==> config.mk <==
export PLATFORM = sky130hd
export DESIGN_NAME = seq_gen
export DESIGN_NICKNAME = d
export VERILOG_FILES = /design/src/rtl/seq_gen_pkg.sv /design/src/rtl/seq_gen.sv
export SDC_FILE = /design/constraint.sdc
export NUM_CORES = 1
export LEC_CHECK = 0
export CORE_UTILIZATION = 40
export CTS_CLUSTER_DIAMETER = 60
export DETAILED_ROUTE_END_ITERATION = 8
export MAX_ROUTING_LAYER = met4
export PLACE_DENSITY = 0.62
export SYNTH_ARGS = -nofsm -noshare
export SYNTH_HDL_FRONTEND = slang
export SYNTH_SLANG_ARGS = --single-unit
==> constraint.sdc <==
create_clock -name clk -period 7.2 [get_ports clk]
set_input_delay 0.72 -clock clk [delete_from_list [all_inputs] [get_ports clk]]
set_output_delay 0.72 -clock clk [all_outputs]
set_load 0.03 [all_outputs]
==> src/rtl/seq_gen_pkg.sv <==
// Shared types and defaults for the serial pattern transmitter.
// The len clamp lives here so other sources of the pattern can reuse it.
package seq_gen_pkg;

   typedef enum logic [1:0] {
      IDLE,
      SEND,
      DONE
   } state_t;

   localparam int PAT_W_DEF = 8;
   localparam int LEN_W_DEF = 4;
   localparam int REP_W_DEF = 4;

   function automatic int unsigned clamp_len(input int unsigned len, input int unsigned max_len);
      return (len > max_len) ? max_len : len;
   endfunction

endpackage

==> src/rtl/seq_gen.sv <==
// Serial bit-pattern transmitter: sends the low len bits of a pattern MSB-first,
// repeated reps times back-to-back, with registered outputs throughout.
module seq_gen
   import seq_gen_pkg::*;
#(
   parameter int PAT_W = PAT_W_DEF,
   parameter int LEN_W = LEN_W_DEF,
   parameter int REP_W = REP_W_DEF
) (
   input  logic             clk,
   input  logic             rst,
   input  logic             start,
   input  logic [PAT_W-1:0] pattern,
   input  logic [LEN_W-1:0] len,
   input  logic [REP_W-1:0] reps,
   input  logic             abort,
   output logic             dout,
   output logic             dout_valid,
   output logic             busy,
   output logic             done
);

   state_t           state;
   logic [PAT_W-1:0] pat_r;
   logic [PAT_W-1:0] sh_r;
   logic [LEN_W-1:0] len_r;
   logic [LEN_W-1:0] bit_cnt;
   logic [REP_W-1:0] rep_cnt;

   logic [LEN_W-1:0] cap_len;
   logic [PAT_W-1:0] cap_pat;
   logic [REP_W-1:0] cap_reps;

   // The pattern is stored left-aligned so the next bit to send is always the MSB.
   always_comb begin
      cap_len  = LEN_W'(clamp_len(32'(len), PAT_W));
      cap_pat  = pattern << (PAT_W - 32'(cap_len));
      cap_reps = (reps == '0) ? '0 : reps - REP_W'(1);
   end

   always_ff @(posedge clk) begin
      if (rst) begin
         state      <= IDLE;
         pat_r      <= '0;
         sh_r       <= '0;
         len_r      <= '0;
         bit_cnt    <= '0;
         rep_cnt    <= '0;
         dout       <= 1'b0;
         dout_valid <= 1'b0;
         busy       <= 1'b0;
         done       <= 1'b0;
      end else begin
         case (state)
            IDLE, DONE: begin
               done <= 1'b0;
               if (start) begin
                  pat_r   <= cap_pat;
                  len_r   <= cap_len;
                  rep_cnt <= cap_reps;
                  if (cap_len == '0) begin
                     state   <= DONE;
                     bit_cnt <= '0;
                     done    <= 1'b1;
                  end else begin
                     state      <= SEND;
                     bit_cnt    <= cap_len - LEN_W'(1);
                     sh_r       <= cap_pat << 1;
                     dout       <= cap_pat[PAT_W-1];
                     dout_valid <= 1'b1;
                     busy       <= 1'b1;
                  end
               end else begin
                  state <= IDLE;
               end
            end

            SEND: begin
               if (abort) begin
                  state      <= IDLE;
                  dout       <= 1'b0;
                  dout_valid <= 1'b0;
                  busy       <= 1'b0;
               end else if (bit_cnt == '0) begin
                  if (rep_cnt == '0) begin
                     state      <= DONE;
                     dout       <= 1'b0;
                     dout_valid <= 1'b0;
                     busy       <= 1'b0;
                     done       <= 1'b1;
                  end else begin
                     // Repetition boundary: reload straight from the captured copy, no gap.
                     rep_cnt <= rep_cnt - REP_W'(1);
                     bit_cnt <= len_r - LEN_W'(1);
                     dout    <= pat_r[PAT_W-1];
                     sh_r    <= pat_r << 1;
                  end
               end else begin
                  bit_cnt <= bit_cnt - LEN_W'(1);
                  dout    <= sh_r[PAT_W-1];
                  sh_r    <= sh_r << 1;
               end
            end

            default: state <= IDLE;
         endcase
      end
   end

endmodule

## Word-level counts from Yosys, hierarchy flattened

Cells that the tools add are included.

- $add $sub $neg: 6
- Magnitude comparators: 1
- Equality and inequality tests: 11
- Shift-type cells: 1
- Muxes and demuxes: 43
- Reductions and logical operators: 15

Operator list:

| kind | number |
|---|---|
| 4-bit 2-to-1 mux | 11 |
| 8-bit 2-to-1 mux | 5 |
| 8-bit by 32-bit left shift with 8-bit output | 1 |
| 4-bit by 1-bit subtractor with 4-bit output, second input constant | 5 |
| 4-bit zero test | 4 |
| 4-bit case mux with 2 select lines | 2 |
| 8-bit case mux with 2 select lines | 1 |
| 1-bit 2-to-1 mux | 15 |
| 5-bit AND reduction | 3 |
| 2-bit != test, second input constant | 6 |
| 2-bit 2-to-1 mux | 5 |
| 3-bit != test, second input constant | 3 |
| 4-bit AND reduction | 2 |
| 1-bit case mux with 2 select lines | 3 |
| 4-bit by 4-bit subtractor with 5-bit output, first input constant | 1 |
| 4-bit greater-than comparator, second input constant | 1 |
| 2-bit case mux with 2 select lines | 1 |
| 2-bit AND reduction | 2 |
| 3-bit AND reduction | 1 |
| 2-bit by 1-bit equality test with 1-bit output, second input constant | 1 |
| 2-bit equality test, second input constant | 1 |
| 2-bit zero test | 1 |
| 2-bit nonzero test | 1 |
| 2-bit OR reduction | 1 |

- Flip-flop bits (word level): 33
- Input bits: 20
- Output and inout bits: 4
- Word-level logic and storage cells: 86

## Depth between registers and ports, before layout

- Depth after elaboration: 7
- Depth in mapped cells: 11
- Gate-level depth less buffers: 7

## Least setup slack after synthesis

No wires, ideal clock.

- Path type: input to register
- Start: input port len[3]
- End: register sh_r[6]
- Library setup time: 120 ps
- Arrival time: 2,689 ps
- Data required time: 7,080 ps
- Path slack: 4,391 ps
- Cell stages on the path: 9
- Buffers on the path: 2
- Cells stage by stage: buf_2 -> clkbuf_1 -> nand2b_1 -> ha_1 -> nor3b_1 -> nor2_1 -> a21oi_4 -> nor3_1 -> a211o_1

- Longest elaborated chain between the ends: 7
- Elaborated cells on any way between the ends: 10
- Classes of those cells: 1 x add/sub; 1 x order compare; 1 x eq/ne; 1 x shift; 4 x mux; 2 x reduce/logical

RTL lines:

| element | RTL line | source |
|---|---|---|
| start: declaration | seq_gen.sv:14 | `input logic [LEN_W-1:0] len,` |
| 4-bit greater-than comparator | seq_gen_pkg.sv:16 | `return (len > max_len) ? max_len : len;` |
| 4-bit 2-to-1 mux * | seq_gen_pkg.sv:16 |  |
| 4-bit by 4-bit subtractor with 5-bit output | seq_gen.sv:37 | `cap_pat = pattern << (PAT_W - 32'(cap_len));` |
| 8-bit by 32-bit left shift with 8-bit output | seq_gen.sv:37 |  |
| 8-bit 2-to-1 mux | seq_gen.sv:61 | `if (cap_len == '0) begin` |
| 8-bit 2-to-1 mux | seq_gen.sv:57 | `if (start) begin` |
| 8-bit case mux with 2 select lines | seq_gen.sv:54 | `case (state)` |
| end signal: assignment | seq_gen.sv:68 | `sh_r <= cap_pat << 1;` |
| end signal: assignment | seq_gen.sv:96 | `sh_r <= pat_r << 1;` |
| end signal: assignment | seq_gen.sv:101 | `sh_r <= sh_r << 1;` |
| end: declaration | seq_gen.sv:25 | `logic [PAT_W-1:0] sh_r;` |

Every way passes the cells marked *; elsewhere a longest branch is shown, timed or not. The select of a mux whose other input is x is not followed.
A chain may end at the register's enable or synchronous reset.

## Worst setup path after layout

Same ends and word-level chain as after synthesis.

==> run summary <==
status = finished, final reports clean
worst-path fanout max = 23
routability congestion estimate from global placement = 0.916
Cells after DPL = 354
CP max-delay cell = clkdlybuf4s50_1
sequential fraction of the synthesis area = 0.303
Fmax achieved = 259 MHz
WP data required = 7370 ps
Die Width = 74.7 microns
Die Area = 5570 sq um
antenna-violating nets left = 0
Final Net Count = 315
multi-input logic area = 1350 sq um
Max H-tree Level = 2
# clock sinks = 32
most used flip-flop cell after synthesis = dfxtp_1
Hold Buf Count CTS = 0
layout cells sized above 1 = 0.0719
synthesized area = 2110 sq um
Lkg Pwr = 0.873 nW
global routing usage on met1 = 0.270
CP Launch Point = len[3]
Pwr per Cell Area = 212 nW/um^2
Min Clock Period, post-route = 3860 ps
vias in the first global route = 1857
Max Clock Skew = 4.90 ps
1st-iter DRT viols = 117
antenna violations before repair = 0
ys async rst share = 0
Synthesized Nets = 304
root buffer cell = clkbuf_8
flop and latch count out of synthesis = 32
I/O pin count = 24
Top Family by Delay on Critical Path = simple AND/OR/NAND/NOR gates
fin. max-slew vios = 0
crit path buf inv count = 1
Synth cell types = 56
Layout Utilization = 0.483
FF-to-FF Start = bit_cnt[3]
ANT cells = 0
EDFF count, synth = 0
commonest non-fill, non-tap cell in the layout = dfxtp_1
FF/Latch Area = 641 sq um
RSZ-0062 raised after global routing = false
Post-DP HPWL = 3810 microns
vias = 2018
setup bufs post-CTS = 0
post-synthesis area per instance = 7.54 sq um
Wirelength per Cell = 14.3 microns
Yosys warnings = 0
CTS tree = done
fin cells = 362
clock transition at the registers of the reported paths = 70 ps
Resized Gates After CTS = 0
CP arrival = 4030 ps
Max Cap Viol = 0
Post-Syn Instances = 280
Hold Vio Cnt, Final = 0
Most Used Layer, Global Route = met2
Hold Path Class = register to register
drt via density = 5.57
most frequent cells in the layout = dfxtp_1 (32), nand2_1 (31), a21oi_1 (29)
met3 usage = 0.0522
core area = 5110 sq um
CP Launch Type = input pin
max_slew headroom = 0.476
grt met2 use = 0.332
1st-pass router iterations = 4
filler cell count = 529
Peak VDD IR = 0.131 mV
# setup viols final = 0
initial cell density of the core = 0.414
Rows = 26
Setup Crit Path Kind = input pin to register
Residual DRC = 0
WL final = 5170 microns
cts bufs inserted = 5
port buffer count = 23
hold_sp = pat_r[3]
Hold Worst Slack = 459 ps
pin count of the biggest net entering global routing = 37
placed inst area = 2360 sq um
first-pass GRT wire length = 8710 microns
finished layout cell area = 2460 sq um
GR Util All Layers = 0.211
GRT overflow = 0
Layout area overhead = 16.7%
crit-path max cell delay = 870 ps
Worst-Skew Late Latency = 280 ps
Post-Route Setup TNS = 0 ps
Critical Path Sink Type = register
Die Span Y = 74.7 microns
Max Buffers Root-to-Sink = 2
Tcrit/Tclk final = 0.536
worst-path cell chain = clkdlybuf4s50_1, nand2b_1, ha_1, nor3b_1, nor2_1, a21oi_4, a2111oi_0, a211o_1
actual slew at the worst max-slew pin = 784 ps
per-layer routing:
metal  up-vias  share of wire
li1       1052              -
met1       920           0.49
met2        42           0.47
met3         4          0.037
met4         0         0.0073
met5         -              0
registers in the layout, indices dropped and copies added (netlist names):
| name | cells |
|---|---|
| pat_r | 8 |
| sh_r | 7 |
| bit_cnt | 4 |
| len_r | 4 |
| rep_cnt | 4 |
| state | 2 |
| busy | 1 |
| done | 1 |
| dout | 1 |
final timing paths:
| path | end | slack (ps) | cells past startpoint |
|---|---|---|---|
| min reg2reg | pat_r[3] | 460 | 2 |
| min | pat_r[3] | 460 | 2 |
| max reg2reg | sh_r[6] | 4980 | 5 |
| max | sh_r[6] | 3340 | 8 |
cells in the mapped netlist, types with 2 or more instances:
cell       count  area, sq um
ha_1           4         50.1
nor3b_1        3         22.5
clkbuf_1      13         48.8
or4_1          2         15.0
xnor2_1        3         26.3
nand2b_1       6         37.5
o21ai_0       12         60.1
dfxtp_1       32          641
nor2b_1        3         18.8
a2111oi_0      2         17.5
buf_2          7         35.0
mux4_2         2         45.0
a22o_1         2         17.5
a22oi_1        4         30.0
a31oi_1        3         18.8
nand3_1       10         50.1
a21oi_1       29          145
mux2i_1        6         60.1
a211oi_1       9         67.6
o21bai_1       2         15.0
a211o_1        3         26.3
nor2_1        28          105
nor4_1         6         37.5
o211ai_1       3         22.5
and3_1         2         12.5
o21ai_2        2         17.5
nor3_1        15         75.1
inv_1          6         22.5
nand2_1       31          116
nand3b_1       2         15.0
o21a_1         2         15.0
a311o_1        2         20.0
cell families after synthesis:
| family | count (synthesis) | synth area share |
|---|---|---|
| AO/OA/AOI/OAI | 85 | 0.266 |
| XOR/XNOR | 4 | 0.0166 |
| adder cells (fa/ha/maj) | 4 | 0.0237 |
| buffers and inverters | 28 | 0.0557 |
| flip-flops | 32 | 0.303 |
| multiplexers | 9 | 0.0551 |
| AND/OR/NAND/NOR | 118 | 0.280 |
worst reg2reg max path, delay by kind of cell (launching register included):
family	cells	cell delay, ps
flops	1	340
compound gates	3	670
simple gates	2	1100
power by group:
part | switching (mW) | total, mW | internal (mW)
Sequential | 0.0111 | 0.204 | 0.193
Clock | 0.0660 | 0.169 | 0.103
Combinational | 0.0880 | 0.150 | 0.0618
Total | 0.165 | 0.522 | 0.357
layout make-up:
| cell class | instances | area share |
|---|---|---|
| clock inverters | 2 | 0.0142 |
| well taps | 70 | 0.0355 |
| flip-flops and latches | 32 | 0.260 |
| clock buffers | 6 | 0.0294 |
| multi-input cells | 220 | 0.549 |
| repair buffers | 26 | 0.103 |
| inverters | 6 | 0.00914 |
per-stage QoR:
step,power (mW),setup WS (ps)
4_1_cts,0.526,3350
5_1_grt,0.556,3060
6_report,0.522,3340
3_3_place_gp,0.356,3160
2_1_floorplan,0.314,4390
3_5_place_dp,0.356,3050
(Power assumes the default switching activity.)
